### src/rtl/fifo_pkg.sv
// Shared types and helpers for the parametrised synchronous FIFO.
package fifo_pkg;

   // Read-side behaviour: registered read or first-word-fall-through.
   typedef enum logic {
      FIFO_STD  = 1'b0,
      FIFO_FWFT = 1'b1
   } fifo_mode_e;

   // Width needed to hold an occupancy count of 0..depth.
   function automatic int unsigned cnt_width(input int unsigned depth);
      return $clog2(depth + 1);
   endfunction

   // Width of a pointer addressing 0..depth-1.
   function automatic int unsigned ptr_width(input int unsigned depth);
      return (depth < 2) ? 1 : $clog2(depth);
   endfunction

   // Advance a pointer by one, wrapping explicitly from depth-1 back to 0
   // so non-power-of-two depths wrap correctly.
   function automatic int unsigned ptr_inc(input int unsigned ptr,
                                           input int unsigned depth);
      return (ptr == depth - 1) ? 0 : ptr + 1;
   endfunction

endpackage

### src/rtl/fifo_mem.sv
// FIFO storage array: one synchronous write port, one asynchronous read port.
module fifo_mem
   import fifo_pkg::*;
#(
   parameter int unsigned DATA_WIDTH = 8,
   parameter int unsigned DEPTH      = 16,
   parameter int unsigned PTR_W      = ptr_width(DEPTH)
) (
   input  logic                  clk,
   input  logic                  i_wr_en,
   input  logic [PTR_W-1:0]      i_wr_addr,
   input  logic [DATA_WIDTH-1:0] i_wr_data,
   input  logic [PTR_W-1:0]      i_rd_addr,
   output logic [DATA_WIDTH-1:0] o_rd_data
);

   logic [DATA_WIDTH-1:0] r_mem [DEPTH];

   // Storage write; contents are deliberately not reset.
   always_ff @(posedge clk) begin
      if (i_wr_en) begin
         r_mem[i_wr_addr] <= i_wr_data;
      end
   end

   // Asynchronous read of the addressed entry.
   assign o_rd_data = r_mem[i_rd_addr];

endmodule

### src/rtl/sync_fifo_v2.sv
// Parametrised synchronous FIFO with optional first-word-fall-through,
// runtime almost-full/empty thresholds, flush and sticky error flags.
module sync_fifo_v2
   import fifo_pkg::*;
#(
   parameter  int unsigned DATA_WIDTH = 8,
   parameter  int unsigned DEPTH      = 16,
   parameter  int unsigned FWFT       = 0,
   localparam int unsigned CNT_W      = cnt_width(DEPTH)
) (
   input  logic                  clk,
   input  logic                  reset_n,
   input  logic                  i_flush,
   input  logic                  i_wr_en,
   input  logic [DATA_WIDTH-1:0] i_wr_data,
   input  logic                  i_rd_en,
   output logic [DATA_WIDTH-1:0] o_rd_data,
   output logic                  o_rd_valid,
   output logic                  o_full,
   output logic                  o_empty,
   output logic                  o_almost_full,
   output logic                  o_almost_empty,
   output logic [CNT_W-1:0]      o_level,
   input  logic [CNT_W-1:0]      i_af_thresh,
   input  logic [CNT_W-1:0]      i_ae_thresh,
   output logic                  o_overflow,
   output logic                  o_underflow,
   input  logic                  i_clr_err
);

   localparam int unsigned PTR_W = ptr_width(DEPTH);
   localparam fifo_mode_e  MODE  = (FWFT != 0) ? FIFO_FWFT : FIFO_STD;

   logic [PTR_W-1:0]      r_wr_ptr;
   logic [PTR_W-1:0]      r_rd_ptr;
   logic [CNT_W-1:0]      r_level;
   logic                  r_full;
   logic                  r_empty;
   logic                  r_overflow;
   logic                  r_underflow;

   logic [PTR_W-1:0]      w_wr_ptr_nxt;
   logic [PTR_W-1:0]      w_rd_ptr_nxt;
   logic [CNT_W-1:0]      w_level_nxt;
   logic                  w_full_nxt;
   logic                  w_empty_nxt;
   logic                  w_overflow_nxt;
   logic                  w_underflow_nxt;

   logic                  w_wr_acc;
   logic                  w_rd_acc;
   logic                  w_ovf_set;
   logic                  w_unf_set;
   logic [DATA_WIDTH-1:0] w_mem_rd_data;

   // Acceptance decisions are made from the registered flags only.
   assign w_wr_acc  = i_wr_en && !r_full  && !i_flush;
   assign w_rd_acc  = i_rd_en && !r_empty && !i_flush;
   assign w_ovf_set = i_wr_en &&  r_full  && !i_flush;
   assign w_unf_set = i_rd_en &&  r_empty && !i_flush;

   fifo_mem #(
      .DATA_WIDTH (DATA_WIDTH),
      .DEPTH      (DEPTH),
      .PTR_W      (PTR_W)
   ) u_mem (
      .clk        (clk),
      .i_wr_en    (w_wr_acc),
      .i_wr_addr  (r_wr_ptr),
      .i_wr_data  (i_wr_data),
      .i_rd_addr  (r_rd_ptr),
      .o_rd_data  (w_mem_rd_data)
   );

   // Next-state for pointers, occupancy, status and error flags.
   always_comb begin
      w_wr_ptr_nxt    = r_wr_ptr;
      w_rd_ptr_nxt    = r_rd_ptr;
      w_level_nxt     = r_level;
      w_overflow_nxt  = r_overflow;
      w_underflow_nxt = r_underflow;

      // Clear first so a coincident set takes priority.
      if (i_clr_err) begin
         w_overflow_nxt  = 1'b0;
         w_underflow_nxt = 1'b0;
      end
      if (w_ovf_set) begin
         w_overflow_nxt = 1'b1;
      end
      if (w_unf_set) begin
         w_underflow_nxt = 1'b1;
      end

      if (i_flush) begin
         w_wr_ptr_nxt = '0;
         w_rd_ptr_nxt = '0;
         w_level_nxt  = '0;
      end else begin
         if (w_wr_acc) begin
            w_wr_ptr_nxt = PTR_W'(ptr_inc(32'(r_wr_ptr), DEPTH));
         end
         if (w_rd_acc) begin
            w_rd_ptr_nxt = PTR_W'(ptr_inc(32'(r_rd_ptr), DEPTH));
         end
         case ({w_wr_acc, w_rd_acc})
            2'b10:   w_level_nxt = r_level + CNT_W'(1);
            2'b01:   w_level_nxt = r_level - CNT_W'(1);
            default: w_level_nxt = r_level;
         endcase
      end

      w_full_nxt  = (w_level_nxt == CNT_W'(DEPTH));
      w_empty_nxt = (w_level_nxt == '0);
   end

   // State register for pointers, occupancy, status and error flags.
   always_ff @(posedge clk) begin
      if (!reset_n) begin
         r_wr_ptr    <= '0;
         r_rd_ptr    <= '0;
         r_level     <= '0;
         r_full      <= 1'b0;
         r_empty     <= 1'b1;
         r_overflow  <= 1'b0;
         r_underflow <= 1'b0;
      end else begin
         r_wr_ptr    <= w_wr_ptr_nxt;
         r_rd_ptr    <= w_rd_ptr_nxt;
         r_level     <= w_level_nxt;
         r_full      <= w_full_nxt;
         r_empty     <= w_empty_nxt;
         r_overflow  <= w_overflow_nxt;
         r_underflow <= w_underflow_nxt;
      end
   end

   generate
      if (MODE == FIFO_FWFT) begin : g_fwft
         // Head entry is presented directly; valid whenever not empty.
         assign o_rd_data  = w_mem_rd_data;
         assign o_rd_valid = !r_empty;
      end else begin : g_std
         logic [DATA_WIDTH-1:0] r_rd_data;
         logic                  r_rd_valid;

         // Registered read: capture head on an accepted read, pulse valid.
         always_ff @(posedge clk) begin
            if (!reset_n) begin
               r_rd_data  <= '0;
               r_rd_valid <= 1'b0;
            end else begin
               r_rd_valid <= w_rd_acc;
               if (w_rd_acc) begin
                  r_rd_data <= w_mem_rd_data;
               end
            end
         end

         assign o_rd_data  = r_rd_data;
         assign o_rd_valid = r_rd_valid;
      end
   endgenerate

   // Status outputs; almost flags follow thresholds combinationally.
   assign o_level        = r_level;
   assign o_full         = r_full;
   assign o_empty        = r_empty;
   assign o_overflow     = r_overflow;
   assign o_underflow    = r_underflow;
   assign o_almost_full  = (r_level >= i_af_thresh);
   assign o_almost_empty = (r_level <= i_ae_thresh);

endmodule

### config.mk
export PLATFORM = sky130hd
export DESIGN_NAME = sync_fifo_v2
export DESIGN_NICKNAME = d
export VERILOG_FILES = /design/src/rtl/fifo_pkg.sv /design/src/rtl/fifo_mem.sv /design/src/rtl/sync_fifo_v2.sv
export SDC_FILE = /design/constraint.sdc
export NUM_CORES = 1
export LEC_CHECK = 0
export CORE_ASPECT_RATIO = 1.75
export CORE_MARGIN = 5
export CORE_UTILIZATION = 53
export CTS_CLUSTER_DIAMETER = 150
export CTS_CLUSTER_SIZE = 10
export DETAILED_ROUTE_END_ITERATION = 12
export PLACE_DENSITY = 0.76
export RECOVER_POWER = 50
export SETUP_SLACK_MARGIN = 0.2
export SLEW_MARGIN = 20
export SYNTH_ARGS = -nofsm -noshare
export SYNTH_HDL_FRONTEND = slang
export SYNTH_SLANG_ARGS = --single-unit
### constraint.sdc
create_clock -name clk -period 2.7 [get_ports clk]
set_clock_uncertainty 0.05 [all_clocks]
set_input_delay 0.54 -clock clk [delete_from_list [all_inputs] [get_ports clk]]
set_output_delay 0.54 -clock clk [all_outputs]
set_load 0.01 [all_outputs]
[After elaboration in Yosys (flattened, before gate mapping)]
Memory sizes are Yosys's and may differ from the RTL's. A register that Yosys moved wholly into a read port is not among the register bits.
Index checks and enable logic that the tools add are counted.
Storage, ports and cells
  bits in registers: 18
  bits of input ports: 24
  memories: 1
  bits in writable memories: 128
  word-level logic and storage cells: 46
  output and inout bits: 20
Memory list
  u_mem.r_mem: words 16, bits a word 8, rd ports 1, clocked after memory_dff 1, wr ports 1, line fifo_mem.sv:17  | logic [DATA_WIDTH-1:0] r_mem [DEPTH];
Operators by class
  bitwise operators: 1
  order comparisons: 2
  reduce and logical (&&, ||, !) cells: 16
  equality and inequality tests: 5
  multiplexer cells: 9
  add/subtract/negate cells: 4
Operators by type and width (count)
  one-hot mux 5 bit (2 select lines): 1
  adder 4 x 1 -> 4 bit (second input constant): 2
  equality test 4 bit (second input constant): 2
  logical AND 1 bit: 8
  two-way mux 4 bit: 2
  adder 5 x 1 -> 5 bit (second input constant): 1
  equality test 5 bit (second input constant): 1
  >= comparator 5 bit: 1
  <= comparator 5 bit: 1
  zero test 5 bit: 1
  two-way mux 1 bit: 5
  two-way mux 5 bit: 1
  subtractor 5 x 1 -> 5 bit (second input constant): 1
  zero test 1 bit: 4
  nonzero test 2 bit: 2
  equality test 2 x 1 -> 1 bit (second input constant): 1
  equality test 2 bit (second input constant): 1
  OR reduction 2 bit: 1
  inverter 1 bit: 1

[Depth between registers and ports, before layout]
  depth in word-level cells: 7
  mapped depth: 11
  mapped depth without buffers: 10

[Hierarchy]
Synthesis repeated with hierarchy kept, for this count alone.
Unflattened totals
  cells, all modules: 395
  area, all modules: 6427.4 um2
By module, submodules not included
  fifo_mem: sequential area each 3843.7 um2, cells an instance 221, times used 1, area each 4987.3 um2
  sync_fifo_v2: sequential area each 520.5 um2, cells an instance 174, times used 1, area each 1440.1 um2

[Worst setup path after synthesis]
OpenSTA, ideal clock, no wires.
  kind: input port to flip-flop
  from: input i_flush
  to: register r_full, in the netlist o_full
  setup slack: 0.143 ns
  stages: 11
  arrival time: 2.419 ns
  library setup time: 0.088 ns
  path buffers: 1
  data required time: 2.562 ns
  cell sequence: or3b_1 -> clkbuf_2 -> inv_1 -> nand2_1 -> xnor2_1 -> ha_1 -> a21o_1 -> a31oi_1 -> o211ai_1 -> xor2_1 -> nor4_2
On the way
  longest elaborated chain between the ends: 6
  elaborated cells between the ends (all ways): 8
  classes of those cells: 3 x eq/ne; 2 x mux; 3 x reduce/logical
RTL lines
  from (decl): line sync_fifo_v2.sv:13  | input logic i_flush,
  zero test 1 bit: line sync_fifo_v2.sv:57, sync_fifo_v2.sv:58
  logical AND 1 bit (on tied branches): line sync_fifo_v2.sv:58, sync_fifo_v2.sv:57
  equality test 2 x 1 -> 1 bit / equality test 2 bit (equally long branches): line sync_fifo_v2.sv:106  | case ({w_wr_acc, w_rd_acc})
  one-hot mux 5 bit (2 select lines): line sync_fifo_v2.sv:106
  two-way mux 5 bit *: line sync_fifo_v2.sv:95  | if (i_flush) begin
  equality test 5 bit *: line sync_fifo_v2.sv:113  | w_full_nxt = (w_level_nxt == CNT_W'(DEPTH));
  to (signal assigned): line sync_fifo_v2.sv:131  | r_full <= w_full_nxt;
  to (decl): line sync_fifo_v2.sv:37  | logic r_full;
Every way passes the cells marked *; elsewhere a longest branch is shown, timed or not.
A chain may end at the register's enable or synchronous reset.

[Final worst setup path]
  from: input i_ae_thresh[1]
  to: output o_almost_empty
On the way
  longest elaborated chain between the ends: 1
RTL lines
  from (decl): line sync_fifo_v2.sv:25  | input logic [CNT_W-1:0] i_ae_thresh,
  <= comparator 5 bit: line sync_fifo_v2.sv:172  | assign o_almost_empty = (r_level <= i_ae_thresh);
  to (decl): line sync_fifo_v2.sv:22  | output logic o_almost_empty,
Every way passes these cells.

==> run metrics <==
final setup vio count=0; Post-Route WL=13530 um; Post-synth top flop=edfxtp_1; fin area=7918 um2; IO buf count=43; CTS tree=built; GR Util All Layers=0.1984; GRT overflow=0; share of the synthesized area in the top cell type=0.6031; final period utilization=0.9214; DR DRC count=0; post-route ant nets=0; Seq/Total Area, Yosys=0.6847; Area after DPL=7191 um2; distinct cell type count after synthesis=40; layout net count=502; Net Sw Frac=0.1933; # rows=53; Initial DRC Count=280; Cells after Synth=380; layout overhead on the synthesized area=24.22%; RSZ-0062 raised after global routing=yes; FF+latch count, synth=154; vias per cell=5.902; slowest stage delay, CP=0.23 ns; CP arrival=1.90 ns; worst skew pair latency=0.41 ns; share of layout cells above drive strength 1=0.2748; Root Buffer=clkbuf_16; number of global-route vias before repair=3761; boundary pin count=44; Longest Clk Path Bufs=2; critical-path cell list=clkdlybuf4s15_1, inv_2, ha_4, nor2b_4, o21a_1, o21a_1, o21a_1, o22ai_1, buf_2; worst path bufs/invs=3; slowest library cell on the worst path=ha_4; Final Hold Viols=0; Reg power frac=0.507; Top Family by Delay on Critical Path=compound AO/OA/AOI/OAI gates; Psw=988.3 uW; Synthesized Nets=421; height of the die=155.1 um; critical path fanouts, max=2; Clock transition at path regs=0.06 ns; post-detailed-route wirelength per cell=22.18 um; Max rail drop VDD=0.6070 mV; clock share of power=0.457; Pre-antenna DRT Iters=4; Vias=3600; HP Class=flop to flop; die width=92.90 um; Leak Pwr=0.002701 uW; min Tclk post-route=2.488 ns; ant diodes=0; Yosys Warn Count=0; core area=11940 um2; max-cap violations=0; critical path launch point type=primary input; clk sinks=154; placed cells=576; Post-synth EDFFs=128; required time of the worst setup path=2.11 ns; Most common cell on crit path=o21a_1; Gate power share=0.037; CTS buffer count=17; CP endpoint kind=primary output; CTS H-tree depth=4; largest area contributor in the netlist=edfxtp_1; asr flop ratio synth=0; dominant cells by area after synthesis=edfxtp_1 60%, mux4_2 14%, dfxtp_1 8.2%, ha_1 3.3%, nor2_1 1.9%; Power Density=645.6 nW/um2; initial antenna violation count=0; Internal Power=4124 uW; Synth Area per Inst=16.77 um2; Layout Cells excl Fill=610; status=completed; gpl congestion=0.9438; first-pass GRT wire length=20780 um; Slew Viols, Final=0; Initial Util=0.5340; cts hold-fix bufs=0; area of the mapped netlist=6374 um2; Peak Freq=0.4020 GHz; Crit Path Class=primary input to primary output; largest net degree at the start of global routing=38; Die Footprint=14410 um2; dpl hpwl=9324 um; worst-margin pin slew=0.6734 ns; Slew headroom=0.5504
## power by group through the flow
stage | clock network [uW] | registers [uW] | logic [uW]
final | 2330 | 2590 | 188
after global routing | 2470 | 2590 | 205
after CTS | 2370 | 2590 | 184
after detailed placement | 0 | 2640 | 179
after global placement | 0 | 2640 | 171
after floorplan | 0 | 2640 | 68.5
## synth_stat cells (4+ instances only)
cell type / instances
edfxtp_1: 128
mux4_2: 40
nor2_1: 32
dfxtp_1: 26
nand2_1: 22
ha_1: 17
inv_1: 17
a21oi_1: 14
clkbuf_1: 13
nand2b_1: 6
a21o_1: 5
nor2b_1: 5
nor3_1: 5
xor2_1: 5
buf_2: 4
xnor2_1: 4
## flip-flops by register name, indices dropped and copies added (netlist names)
name         cells
r_rd_ptr         4
o_overflow       1
r_wr_ptr         4
u_mem.r_mem    128
o_level          5
o_rd_data        8
o_rd_valid       1
o_full           1
o_empty          1
o_underflow      1
## worst reg2reg max path: stages, from the launching register on
cell and delay, ns:
dfxtp_2 0.33, or3b_4 0.41, inv_4 0.08, nand2_4 0.05
xnor2_1 0.12, ha_2 0.19, a21o_1 0.19, buf_4 0.14
a31oi_1 0.17, o211ai_1 0.19, xnor2_1 0.19, o31ai_2 0.25
## through the flow
step | total power (uW) | TNS, ns | utilization | hold slack [ns] | setup WS [ns]
2_1_floorplan | 2711 | 0 | - | 0.4292 | 0.2231
3_3_place_gp | 2810 | -2.116 | 0.6024 | 0.3979 | -0.4577
3_5_place_dp | 2820 | -2.605 | 0.6024 | 0.4016 | -0.5131
4_1_cts | 5143 | 0 | 0.6563 | 0.4100 | 0.1384
5_1_grt | 5262 | 0 | 0.6633 | 0.4393 | 0.1462
6_report | 5112 | 0 | 0.6633 | 0.4057 | 0.2122
## cell type report
| type | count | area (um2) |
|---|---|---|
| Clock inverter | 11 | 147.6 |
| Sequential cell | 154 | 4373 |
| Fill cell | 823 | 4019 |
| Inverter | 17 | 66.31 |
| Tap cell | 137 | 171.4 |
| Clock buffer | 20 | 436.7 |
| Multi-Input combinational cell | 191 | 2013 |
| Timing Repair Buffer | 80 | 709.4 |
## cell families (layout without fill, tap and decap cells)
family                     after synthesis  in the layout  share of synthesized area
adders and majority gates               17             17                    0.03337
xor gates and xnor gates                 9              9                    0.01237
muxes                                   42             42                     0.1445
DFF                                    154            154                     0.6847
buffers and inverters                   35            128                    0.02159
AOI/OAI and AO/OA                       38             38                    0.03907
and+or+nand+nor                         85             85                    0.06439
## repair_timing
item	CTS	global route
gates cloned	0	0
setup endpoints to repair	7	7
pin swaps	17	12
setup buffers	3	0
gates resized for setup	28	21
## per-layer routing
| layer | up-vias | track usage | share of wire |
|---|---|---|---|
| li1 | 1630 | - | - |
| met1 | 1819 | 0.2124 | 0.35 |
| met2 | 123 | 0.3768 | 0.58 |
| met3 | 28 | 0.03677 | 0.040 |
| met4 | 0 | 0.07897 | 0.030 |
| met5 | - | 0 | 0 |
## cells in the final DEF (no fill, tap or decap), drive strengths merged, types with 6 or more instances in the layout
master / n
edfxtp: 128
mux4: 40
buf: 35
nor2: 32
dfxtp: 26
clkdlybuf4s50: 24
clkbuf: 24
nand2: 22
inv: 18
ha: 17
a21oi: 14
dlygate4sd3: 9
clkinv: 7
nand2b: 6
## worst paths after layout
check | from | endpoint | slack (ns) | cells after the start
max reg2reg | o_empty | o_empty | 0.24 | 11
min reg2reg | o_rd_data[3] | o_rd_data[3] | 0.41 | 2
min | o_rd_data[3] | o_rd_data[3] | 0.41 | 2
max | i_ae_thresh[1] | o_almost_empty | 0.21 | 9
Power figures use the tool's default switching activity.
